### config.mk
export PLATFORM = sky130hd
export DESIGN_NAME = mem_load_ctrl
export DESIGN_NICKNAME = d
export VERILOG_FILES = /design/src/rtl/mem_load_ctrl.sv
export SDC_FILE = /design/constraint.sdc
export NUM_CORES = 1
export LEC_CHECK = 0
export BUFFER_PORTS_ARGS = -buffer_cell sky130_fd_sc_hd__buf_2
export CAP_MARGIN = 10
export CORE_AREA = 4 4 330 332
export CTS_CLUSTER_SIZE = 20
export DETAILED_ROUTE_END_ITERATION = 8
export DIE_AREA = 0 0 334 336
export PLACE_DENSITY = 0.3
export SYNTH_ARGS = -nofsm -noshare
export SYNTH_HDL_FRONTEND = slang
export SYNTH_SLANG_ARGS = --single-unit
### constraint.sdc
create_clock -name clk -period 5.1 [get_ports clk]
set_clock_uncertainty 0.1 [all_clocks]
set_input_delay 1.02 -clock clk [delete_from_list [all_inputs] [get_ports clk]]
set_output_delay 1.02 -clock clk [all_outputs]
set_load 0.1 [all_outputs]
### src/rtl/mem_load_ctrl.sv
// Packet controller for the SNN parameter memory: decodes CMD/ADDR/LEN,
// writes bytes with auto-increment and streams readback over valid/ready.
module mem_load_ctrl #(
   parameter int DEPTH   = 101,
   parameter int TIMEOUT = 255
) (
   input  logic               clk,
   input  logic               reset_n,
   input  logic [7:0]         byte_in,
   input  logic               byte_valid,
   output logic [6:0]         mem_addr,
   output logic [7:0]         mem_data,
   output logic               mem_we,
   input  logic [DEPTH*8-1:0] all_data_in,
   output logic [7:0]         tx_byte,
   output logic               tx_valid,
   input  logic               tx_ready,
   input  logic               clr_err,
   output logic               busy,
   output logic               done,
   output logic [2:0]         err
);

   localparam logic [8:0] LP_DEPTH = 9'(DEPTH);
   localparam logic [7:0] LP_TLAST = 8'(TIMEOUT - 1);
   localparam logic [7:0] CMD_WR   = 8'h01;
   localparam logic [7:0] CMD_RD   = 8'h02;

   typedef enum logic [2:0] {
      S_IDLE, S_ADDR, S_LEN, S_WRITE, S_READ
   } state_t;

   state_t        r_state;
   logic [8:0]    r_cur;
   logic [7:0]    r_rem;
   logic [7:0]    r_tmo;
   logic          r_rd;

   logic          w_oor;
   logic          w_timed;
   logic          w_bad;
   logic          w_hdr;
   logic [2:0]    w_set;
   logic [1023:0] w_pad;
   logic [7:0]    w_rd_byte;

   assign busy    = (r_state != S_IDLE);
   assign w_oor   = (r_cur >= LP_DEPTH);
   assign w_hdr   = (r_state == S_ADDR) || (r_state == S_LEN) ||
                    (r_state == S_WRITE);
   assign w_timed = w_hdr && !byte_valid && (r_tmo == LP_TLAST);
   assign w_bad   = (r_state == S_IDLE) && byte_valid &&
                    (byte_in != CMD_WR) && (byte_in != CMD_RD);
   assign w_set   = {w_timed,
                     w_oor && ((r_state == S_WRITE && byte_valid) ||
                               (r_state == S_READ && !tx_valid)),
                     w_bad};

   // Zero-pad the flat bus so a 7-bit pointer can index it safely.
   assign w_pad     = {{(1024 - DEPTH*8){1'b0}}, all_data_in};
   assign w_rd_byte = w_oor ? 8'h00 : w_pad[{r_cur[6:0], 3'b000} +: 8];

   always_ff @(posedge clk or negedge reset_n) begin
      if (!reset_n) begin
         r_state  <= S_IDLE;
         r_cur    <= '0;
         r_rem    <= '0;
         r_tmo    <= '0;
         r_rd     <= 1'b0;
         mem_addr <= '0;
         mem_data <= '0;
         mem_we   <= 1'b0;
         tx_byte  <= '0;
         tx_valid <= 1'b0;
         done     <= 1'b0;
         err      <= '0;
      end else begin
         mem_we <= 1'b0;
         done   <= 1'b0;
         err    <= (clr_err ? 3'b000 : err) | w_set;
         r_tmo  <= (byte_valid || !busy) ? 8'd0 : r_tmo + 8'd1;
         if (w_timed) begin
            r_state <= S_IDLE;
         end else begin
            unique case (r_state)
               S_IDLE: begin
                  if (byte_valid && !w_bad) begin
                     r_rd    <= (byte_in == CMD_RD);
                     r_state <= S_ADDR;
                  end
               end
               S_ADDR: begin
                  if (byte_valid) begin
                     r_cur   <= {1'b0, byte_in};
                     r_state <= S_LEN;
                  end
               end
               S_LEN: begin
                  if (byte_valid) begin
                     r_rem <= byte_in;
                     if (byte_in == 8'd0) begin
                        done    <= 1'b1;
                        r_state <= S_IDLE;
                     end else begin
                        r_state <= r_rd ? S_READ : S_WRITE;
                     end
                  end
               end
               S_WRITE: begin
                  if (byte_valid) begin
                     mem_we   <= !w_oor;
                     mem_addr <= r_cur[6:0];
                     mem_data <= byte_in;
                     r_cur    <= r_cur + 9'd1;
                     r_rem    <= r_rem - 8'd1;
                     if (r_rem == 8'd1) begin
                        done    <= 1'b1;
                        r_state <= S_IDLE;
                     end
                  end
               end
               S_READ: begin
                  if (!tx_valid) begin
                     tx_byte  <= w_rd_byte;
                     tx_valid <= 1'b1;
                  end else if (tx_ready) begin
                     tx_valid <= 1'b0;
                     r_cur    <= r_cur + 9'd1;
                     r_rem    <= r_rem - 8'd1;
                     if (r_rem == 8'd1) begin
                        done    <= 1'b1;
                        r_state <= S_IDLE;
                     end
                  end
               end
               default: r_state <= S_IDLE;
            endcase
         end
      end
   end

endmodule
==> results_dict.tcl <==
set metrics [dict create \
    hold_viol 0 \
    cts_resized 0 \
    syn_area_per_cell_um2 9.53 \
    required_ns 5.21 \
    yosysUniqueCellTypes 61 \
    chipHeight_um 336 \
    ys_warn_count 0 \
    finalPower_mw 8.43 \
    slew_viol_final 0 \
    synthCells 1001 \
    route.detailed.drc 0 \
    setup_violations 0 \
    use_met1 0.206 \
    rsz0062_at_grt "no" \
    synth-seq-cells 58 \
    fp-row-count 120 \
    grt_pass1_wl_mm 119 \
    tightestPinTransition_ns 1.35 \
    use_met2 0.271 \
    leakage_nw 7.36 \
    syn_area_um2 9540 \
    cts_buffers 9 \
    synthTopCellsByCount "140 x mux2i_1, 104 x o22ai_1, 102 x mux4_2, 79 x mux2_2, 72 x nand2_1" \
    status "complete, no violations" \
    grt_max_degree 81 \
    synth_edf_count 0 \
    endpoint_kind "flop" \
    dieArea_um2 112000 \
    h-tree-depth 3 \
    grt_util_all_layers 0.155 \
    fmax_mhz 271 \
    min_path_type "reg -> reg" \
    critical_path_class "reg -> reg" \
    drtIter0Drc 571 \
    place_congestion 0.901 \
    holdBufCountCts 0 \
    cts_setup_buffers 0 \
    crit_fanout 66 \
    fill_cells 12300 \
    cts_tree "yes" \
    avgViaCountPerCell 3.88 \
    ios 851 \
    core_um2 106000 \
    dr.pass1.iters 5 \
    yosysMostFrequentCell "mux2i_1" \
    cts_sinks 58 \
    clk_pin_slew_worst_paths_ns 0.08 \
    synth_top_area_share 0.241 \
    relSlewSlack 0.0958 \
    place.detailed.hpwl_mm 81.7 \
    antenna_found_initial 42 \
    clkLatencyLatePin_ns 0.37 \
    wl_per_cell_um 29.0 \
    fin_nets 2623 \
    yosysSeqAreaShare 0.152 \
    grtUsageMet3 0.0229 \
    grt-ovfl-total 0 \
    fin_tns_setup_ns 0 \
    min_period_ns 3.68 \
    max_cap_viol_count 0 \
    powerDensity_nw_per_um2 531 \
    busiest_layer "met2" \
    grt_pass1_vias 13300 \
    antenna_left 0 \
    area_delta_synth_final_pct 66.3 \
    critPathArrivalTime_ns 3.80 \
    fin_crit_sh 0.722 \
    start_kind "flop" \
    ys.flop_type "dfrtp_1" \
    die_w_um 334 \
    port_buffers 850 \
    clk_path_buf_depth 2 \
    start_util 0.0897 \
    wl_mm 92.9 \
    syn_nets 1828 \
    drive_gt1_frac 0.617 \
    cts-root-buf "clkbuf_16" \
    vias 12400 \
    synth.largest_area_cell "mux4_2" \
    irDropWorstVdd_v 0.000289 \
    yosys-top-cells-area "mux4_2 24%, dfrtp_1 15%, mux2i_1 15%, mux2_2 9.3%, o22ai_1 6.8%" \
    ys_async_sr_fraction 1.00 \
]
power by group:
group	leakage (nW)	switching [mW]	internal, mW	total [mW]
combinational	6.46	4.22	2.47	6.68
clock	0.171	0.296	0.484	0.780
sequential	0.727	0.339	0.624	0.964
kinds of logic after synthesis:
group | synth area share
muxes | 0.481
AOI/OAI and AO/OA | 0.198
DFF | 0.152
xor gates and xnor gates | 0.00643
adders and majority gates | 0.00787
buffers and inverters | 0.0556
and+or+nand+nor | 0.0984
per-stage QoR:
step                area (um2)  setup slack, ns  hold slack (ns)  utilization  cells
floorplan                 9540             2.27            0.364            -   1001
global placement         15500             1.14            0.371        0.146   3187
detailed placement       15500             1.24            0.375        0.146   3188
CTS                      15800             1.26            0.389        0.149   3204
global route             15800             1.12            0.426        0.149   3205
finish                   15900             1.42            0.383        0.149   3209
registers in the layout (all words and copies together) (netlist names):
signal,flops
tx_byte,8
mem_data,8
r_rem,8
tx_valid,1
done,1
r_cur,9
r_tmo,8
r_rd,1
err,3
mem_addr,7
r_state,3
mem_we,1
worst max-delay path, stage by stage (launching register included):
cell,delay (ns)
dfrtp_4,0.85
buf_12,0.32
buf_4,0.32
mux4_2,0.52
nand2_1,0.10
a21oi_1,0.09
nor4_1,0.61
a32oi_1,0.19
layer usage:
layer | part of all wire | vias to the layer above
met5 | 0.0016 | -
met4 | 0.014 | 22
met3 | 0.052 | 79
met2 | 0.49 | 590
met1 | 0.44 | 6112
li1 | - | 5645
cells in the final DEF (no fill, tap or decap), types with 3 or more instances in the layout:
cell | netlist | layout
o21ai_0 | 53 | 53
a22oi_1 | 19 | 19
o31ai_1 | 9 | 8
buf_12 | 0 | 5
ha_1 | 6 | 6
nand3_1 | 25 | 25
or2_2 | 6 | 6
nand2_1 | 72 | 71
a31o_2 | 6 | 6
o2bb2ai_1 | 4 | 4
nor2_1 | 31 | 30
bufinv_16 | 0 | 3
inv_1 | 27 | 27
xor2_1 | 5 | 5
nor2b_1 | 6 | 6
nand2b_1 | 7 | 5
a41o_1 | 8 | 8
a22o_1 | 4 | 4
mux2_2 | 79 | 79
o22ai_1 | 104 | 104
buf_2 | 22 | 850
mux2i_1 | 140 | 140
o21a_1 | 4 | 4
nor3_1 | 17 | 17
mux4_2 | 102 | 102
diode_2 | 0 | 5
a31oi_1 | 6 | 6
dfrtp_1 | 58 | 54
buf_4 | 0 | 31
a32oi_1 | 8 | 8
a211o_1 | 7 | 7
a211oi_1 | 6 | 6
a21o_1 | 3 | 3
a21oi_1 | 24 | 23
nor4_1 | 11 | 10
o221ai_1 | 8 | 8
clkbuf_16 | 0 | 9
path summary, 6_finish.rpt:
path                                              start                      end  slack (ns)  depth (start not counted)
worst max-delay path               r_cur[0]$_DFFE_PN0P_   tx_byte[5]$_DFFE_PN0P_        1.42                          7
worst min-delay path            mem_addr[5]$_DFFE_PN0P_  mem_addr[5]$_DFFE_PN0P_        0.38                          2
worst max register to register     r_cur[0]$_DFFE_PN0P_   tx_byte[5]$_DFFE_PN0P_        1.42                          7
worst min register to register  mem_addr[5]$_DFFE_PN0P_  mem_addr[5]$_DFFE_PN0P_        0.38                          2
max in group asynchronous                       reset_n     r_cur[0]$_DFFE_PN0P_        3.11                          2
min in group asynchronous                       reset_n  mem_data[2]$_DFFE_PN0P_        0.77                          1
layout make-up:
| class | count | area [um2] | area share |
|---|---|---|---|
| multi-input combinational | 813 | 7590 | 0.478 |
| timing repair buffer | 886 | 4590 | 0.289 |
| tap | 1403 | 1760 | 0.111 |
| sequential | 58 | 1460 | 0.0922 |
| clock buffer | 9 | 225 | 0.0142 |
| clock inverter | 7 | 125 | 0.00789 |
| inverter | 28 | 105 | 0.00663 |
| antenna | 5 | 12.5 | 0.000789 |
Power figures use the tool's default switching activity.
